File: src/rtl/ahb2apb_bridge.sv
// ahb2apb_bridge: single-clock AHB-Lite slave to APB4 master bridge.
// Exactly one transfer is in flight at a time. Each accepted AHB transfer
// runs one APB SETUP/ACCESS sequence. Read data and the response are
// returned through registered outputs.
//
// Optional feature macro: AHB2APB_SLVERR_EN
//   defined   - pslverr is returned as a two-cycle AHB ERROR response
//   undefined - pslverr is ignored and every completion is OKAY
//
// FSM states:
//   state     | meaning
//   ST_IDLE   | no APB transfer; AHB data phase (if any) completes here
//   ST_SETUP  | APB setup phase (psel=1, penable=0)
//   ST_ACCESS | APB access phase (psel=1, penable=1), waits for pready
//   ST_ERR    | first AHB error cycle (hresp=1, hreadyout=0)
module ahb2apb_bridge #(
  parameter  int AWIDTH = 10,
  parameter  int DSIZE  = 2,
  localparam int DBYTES = 1 << DSIZE,
  localparam int DWIDTH = DBYTES * 8
) (
  input  logic              hclk,
  input  logic              hresetn,
  input  logic              hsel,
  input  logic              hready,
  input  logic              hwrite,
  input  logic              hmastlock,
  input  logic [1:0]        htrans,
  input  logic [2:0]        hburst,
  input  logic [2:0]        hsize,
  input  logic [3:0]        hprot,
  input  logic [AWIDTH-1:0] haddr,
  input  logic [DWIDTH-1:0] hwdata,
  output logic [DWIDTH-1:0] hrdata,
  output logic              hreadyout,
  output logic              hresp,
  output logic              psel,
  output logic              penable,
  output logic              pwrite,
  output logic [2:0]        pprot,
  output logic [AWIDTH-1:0] paddr,
  output logic [DBYTES-1:0] pstrb,
  output logic [DWIDTH-1:0] pwdata,
  input  logic [DWIDTH-1:0] prdata,
  input  logic              pready,
  input  logic              pslverr
);

  typedef enum logic [1:0] {
    ST_IDLE   = 2'd0,
    ST_SETUP  = 2'd1,
    ST_ACCESS = 2'd2,
    ST_ERR    = 2'd3
  } state_t;

  state_t              r_state;
  state_t              w_state_nxt;

  logic [DWIDTH-1:0]   r_hrdata;
  logic                r_hreadyout;
  logic                r_hresp;
  logic                r_pwrite;
  logic [2:0]          r_pprot;
  logic [AWIDTH-1:0]   r_paddr;
  logic [DBYTES-1:0]   r_pstrb;

  logic                w_capture;
  logic                w_err;
  logic [DSIZE-1:0]    w_szmask;
  logic [DBYTES-1:0]   w_pstrb_nxt;
  logic                w_unused;

  // Only IDLE can accept a new address phase; hreadyout is high only there.
  assign w_capture = (r_state == ST_IDLE) & hsel & hready & htrans[1];

`ifdef AHB2APB_SLVERR_EN
  assign w_err = pslverr;
`else
  assign w_err = 1'b0;
`endif

  // Transfer type bit 0, burst, lock and the cache/buffer prot bits play no role.
  assign w_unused = ^{htrans[0], hburst, hmastlock, hprot[3:2], pslverr};

  // State register.
  always_ff @(posedge hclk or negedge hresetn) begin
    if (!hresetn) r_state <= ST_IDLE;
    else          r_state <= w_state_nxt;
  end

  // Next-state decode.
  always_comb begin
    w_state_nxt = r_state;
    case (r_state)
      ST_IDLE:   if (w_capture) w_state_nxt = ST_SETUP;
      ST_SETUP:  w_state_nxt = ST_ACCESS;
      ST_ACCESS: if (pready) w_state_nxt = w_err ? ST_ERR : ST_IDLE;
      ST_ERR:    w_state_nxt = ST_IDLE;
      default:   w_state_nxt = ST_IDLE;
    endcase
  end

  // Byte strobes: a lane is enabled when it falls inside the size-aligned
  // block containing haddr. Sizes at or above the bus width enable every lane.
  always_comb begin
    w_szmask    = '0;
    w_pstrb_nxt = '0;
    for (int b = 0; b < DSIZE; b++) w_szmask[b] = (hsize > 3'(b));
    if (hwrite) begin
      for (int i = 0; i < DBYTES; i++)
        w_pstrb_nxt[i] = ((DSIZE'(i) & ~w_szmask) == (haddr[DSIZE-1:0] & ~w_szmask));
    end
  end

  // APB address/control, captured from the AHB address phase.
  always_ff @(posedge hclk or negedge hresetn) begin
    if (!hresetn) begin
      r_paddr  <= '0;
      r_pwrite <= 1'b0;
      r_pprot  <= '0;
      r_pstrb  <= '0;
    end else if (w_capture) begin
      r_paddr  <= haddr;
      r_pwrite <= hwrite;
      r_pprot  <= {~hprot[0], 1'b0, hprot[1]};
      r_pstrb  <= w_pstrb_nxt;
    end
  end

  // AHB response registers.
  always_ff @(posedge hclk or negedge hresetn) begin
    if (!hresetn) begin
      r_hreadyout <= 1'b1;
      r_hresp     <= 1'b0;
      r_hrdata    <= '0;
    end else begin
      case (r_state)
        ST_IDLE: begin
          r_hresp <= 1'b0;
          if (w_capture) r_hreadyout <= 1'b0;
        end
        ST_ACCESS: begin
          if (pready) begin
            if (w_err) begin
              r_hresp <= 1'b1;
            end else begin
              r_hreadyout <= 1'b1;
              if (!r_pwrite) r_hrdata <= prdata;
            end
          end
        end
        ST_ERR:  r_hreadyout <= 1'b1;
        default: ;
      endcase
    end
  end

  assign psel      = (r_state == ST_SETUP) | (r_state == ST_ACCESS);
  assign penable   = (r_state == ST_ACCESS);
  assign pwrite    = r_pwrite;
  assign pprot     = r_pprot;
  assign paddr     = r_paddr;
  assign pstrb     = r_pstrb;
  assign pwdata    = hwdata;
  assign hrdata    = r_hrdata;
  assign hreadyout = r_hreadyout;
  assign hresp     = r_hresp;

endmodule

File: config.mk
export PLATFORM = sky130hd
export DESIGN_NAME = ahb2apb_bridge
export DESIGN_NICKNAME = d
export VERILOG_FILES = /design/src/rtl/ahb2apb_bridge.sv
export SDC_FILE = /design/constraint.sdc
export NUM_CORES = 1
export LEC_CHECK = 0
export ABC_AREA = 1
export CAP_MARGIN = 20
export CORE_MARGIN = 10
export CORE_UTILIZATION = 31
export CTS_CLUSTER_DIAMETER = 120
export DETAILED_ROUTE_END_ITERATION = 8
export PLACE_DENSITY = 0.75
export SLEW_MARGIN = 10
export SYNTH_ARGS = -nofsm -noshare
export SYNTH_HDL_FRONTEND = slang
export SYNTH_SLANG_ARGS = --single-unit
File: constraint.sdc
create_clock -name hclk -period 1.38 [get_ports hclk]
set_input_delay 0.207 -clock hclk [delete_from_list [all_inputs] [get_ports hclk]]
set_output_delay 0.207 -clock hclk [all_outputs]
set_load 0.01 [all_outputs]
==> results.yml <==
clock_tree:
  tritoncts: "built"
  cts.path.max_buffers: 2
  cts_max_level: 2
  clkTransAtPathRegs_ns: 0.09
  root_buffer: "clkbuf_8"
  cts_sinks: 52
  numCtsBuffers: 5
  clk_latency_ns: 0.29
final_layout:
  drive_gt1_share_pct: 12.81
  seq_area_um2: 1303
  fin_util_pct: 45.67
  nFillCells: 762
  nNetsFinal: 459
  final_cell_mix: "nand2_1 (68), clkdlybuf4s50_1 (52), dfrtp_1 (51)"
  area_growth_pct: 42.39
  final_common_cell: "nand2_1"
  antennaDiodeCount: 0
  multi_input_area_um2: 738.2
  final_cells: 461
timing:
  hold_viol: 0
  setup_viol: 0
  maxSlewViolCount: 0
  whs_ns: 0.4140
  period_share_pct: 98.25
  fin_setup_tns_ns: 0
  fin_worst_skew_ns: 0.003415
  fmax_mhz: 737.5
  fin_crit_ns: 1.356
  rsz0062_at_grt: "yes"
  fin_ws_ns: 0.02413
detailed_routing:
  dr.pass1.iters: 4
  drtIter0Drc: 46
  routed_wl_mm: 6.331
  antenna_left: 0
  vias: 1934
  wl_per_cell_um: 13.73
  post-route-drc-count: 0
  viasPerCell: 4.195
worst_setup_path:
  critPathLaunch: "r_state[1]$_DFFE_PN0P_"
  worstReg2RegEnd: "hrdata[7]$_DFFE_PN0P_"
  arrival_ns: 1.53
  r2r-start: "r_state[1]$_DFFE_PN0P_"
  ff2ff_setup_slack_ns: 0.02
  required_ns: 1.56
  start_kind: "flop"
  crit_fanout: 39
  worst_r2r_path_depth: 6
  setup.worst_path.class: "flop to flop"
  cp-endpoint: "hrdata[7]$_DFFE_PN0P_"
  worst_setup_path_end_kind: "flop"
synth:
  yosysSeqAreaShare_pct: 52.29
  synth_area_leader_cell: "dfrtp_1"
  synth_top_area_share_pct: 51.23
  syn_inst: 276
  syn_area_um2: 2491
  yosys-top-cells-area: "dfrtp_1 (51%), nand2_1 (11%), buf_4 (10%), o21ai_0 (6.4%), inv_1 (6.2%)"
  synth_seq_cells: 52
  syn_area_per_cell_um2: 9.026
  synth_warnings: 0
  yosysUniqueCellTypes: 24
hold_path:
  hold_class: "input port to output pin"
power:
  ir_drop_mv: 0.7038
  p_leak_nw: 1.905
  power.density_nw_per_um2: 1792
grt:
  grt_pass1_vias: 2008
  antenna_found_initial: 0
  grt_first_pass_wirelength_mm: 9.970
  gr-usage-all-layers_pct: 10.28
  grt_max_degree: 53
  use_met1_pct: 11.38
  use_met3_pct: 4.154
  grt-ovfl-total: 0
  gr-usage-met2_pct: 17.33
  busiest_layer: "met2"
status:
  run_status: "finished clean"
run:
  drv_cap: 0
placed_design:
  dp.cells: 451
  hpwl_mm: 4.937
  place_congestion: 0.7491
  port_buffers: 105
  place_ws_ns: -0.04700
floorplan:
  io_pins: 180
  die_area_um2: 12020
  fp-row-count: 32
  start_util_pct: 32.07
  die_h_um: 109.6
  die_width_um: 109.6
  fp.coreArea_um2: 7767
## registers in the layout, summed over array words and instances, names as in the netlist
register,flops
paddr,10
hreadyout,1
hrdata,32
pstrb,4
pprot,2
pwrite,1
r_state,2
## routing by layer
| metal | part of all wire [%] | up-vias | wire [um] |
|---|---|---|---|
| met4 | 1.9 | 0 | 120 |
| li1 | - | 966 | - |
| met2 | 50 | 72 | 3165 |
| met1 | 39 | 873 | 2456 |
| met5 | 0 | - | 0 |
| met3 | 9.3 | 23 | 589 |
## worst max-delay path, cell delays in order (launching register included)
cell and delay, ns:
dfrtp_1 0.39, buf_4 0.14, ha_2 0.16, buf_4 0.14, nand3_4 0.10, buf_12 0.18
o21ai_0 0.10
## metrics by stage
step | power (mW) | cell area, um2
2_1_floorplan | 3.986 | 2495
3_3_place_gp | 5.775 | 3445
3_5_place_dp | 5.892 | 3445
4_1_cts | 6.451 | 3505
5_1_grt | 6.892 | 3547
6_report | 6.356 | 3547
## kinds of logic after synthesis
family	share of synthesized area, %
adder cells (fa/ha/maj)	2.511
buffers and inverters	19.24
flip-flops	52.29
AO/OA/AOI/OAI	7.684
AND/OR/NAND/NOR	18.13
other	0.1505
## worst min path at each step
stage,from,endpoint,slack [ns],depth (start not counted)
6_report,hwdata[15],pwdata[15],0.41,0
5_1_grt,hwdata[22],pwdata[22],0.41,0
4_1_cts,hwdata[11],pwdata[11],0.41,0
3_5_place_dp,hresetn,pprot[2]$_DFFE_PN0P_,0.23,2
3_3_place_gp,hresetn,pprot[2]$_DFFE_PN0P_,0.22,2
2_1_floorplan,hresetn,hrdata[0]$_DFFE_PN0P_,-0.09,0
## final cells by class
type / count / area share (%)
well taps: 102 / 3.598
clock buffers: 5 / 1.940
inverters: 42 / 4.656
clock inverters: 1 / 0.8466
multi-input cells: 141 / 20.81
repair buffers: 118 / 31.43
flip-flops and latches: 52 / 36.72
## synthesized netlist by cell type (all sizes together)
cell	count
o21ai	36
inv	42
nand3	4
nor2	2
dfrtp	51
dfstp	1
or2	1
o21bai	1
nand3b	1
buf	39
ha	5
nand4	5
conb	1
nand2	84
clkbuf	3
## repair_timing
| item | in CTS | in global routing |
|---|---|---|
| setup endpoints to repair | 53 | 48 |
| setup buffers | 1 | 2 |
| hold buffers | 1 | 0 |
| endpoints found under the hold margin | 51 | 0 |
| resized for setup | 61 | 14 |
## power by group
| part | total (mW) | switching (mW) | internal (mW) |
|---|---|---|---|
| clock network | 0.993 | 0.472 | 0.521 |
| registers | 2.58 | 0.361 | 2.22 |
| logic | 2.79 | 1.41 | 1.38 |
Note: power is estimated with default switching activity, not from simulation.
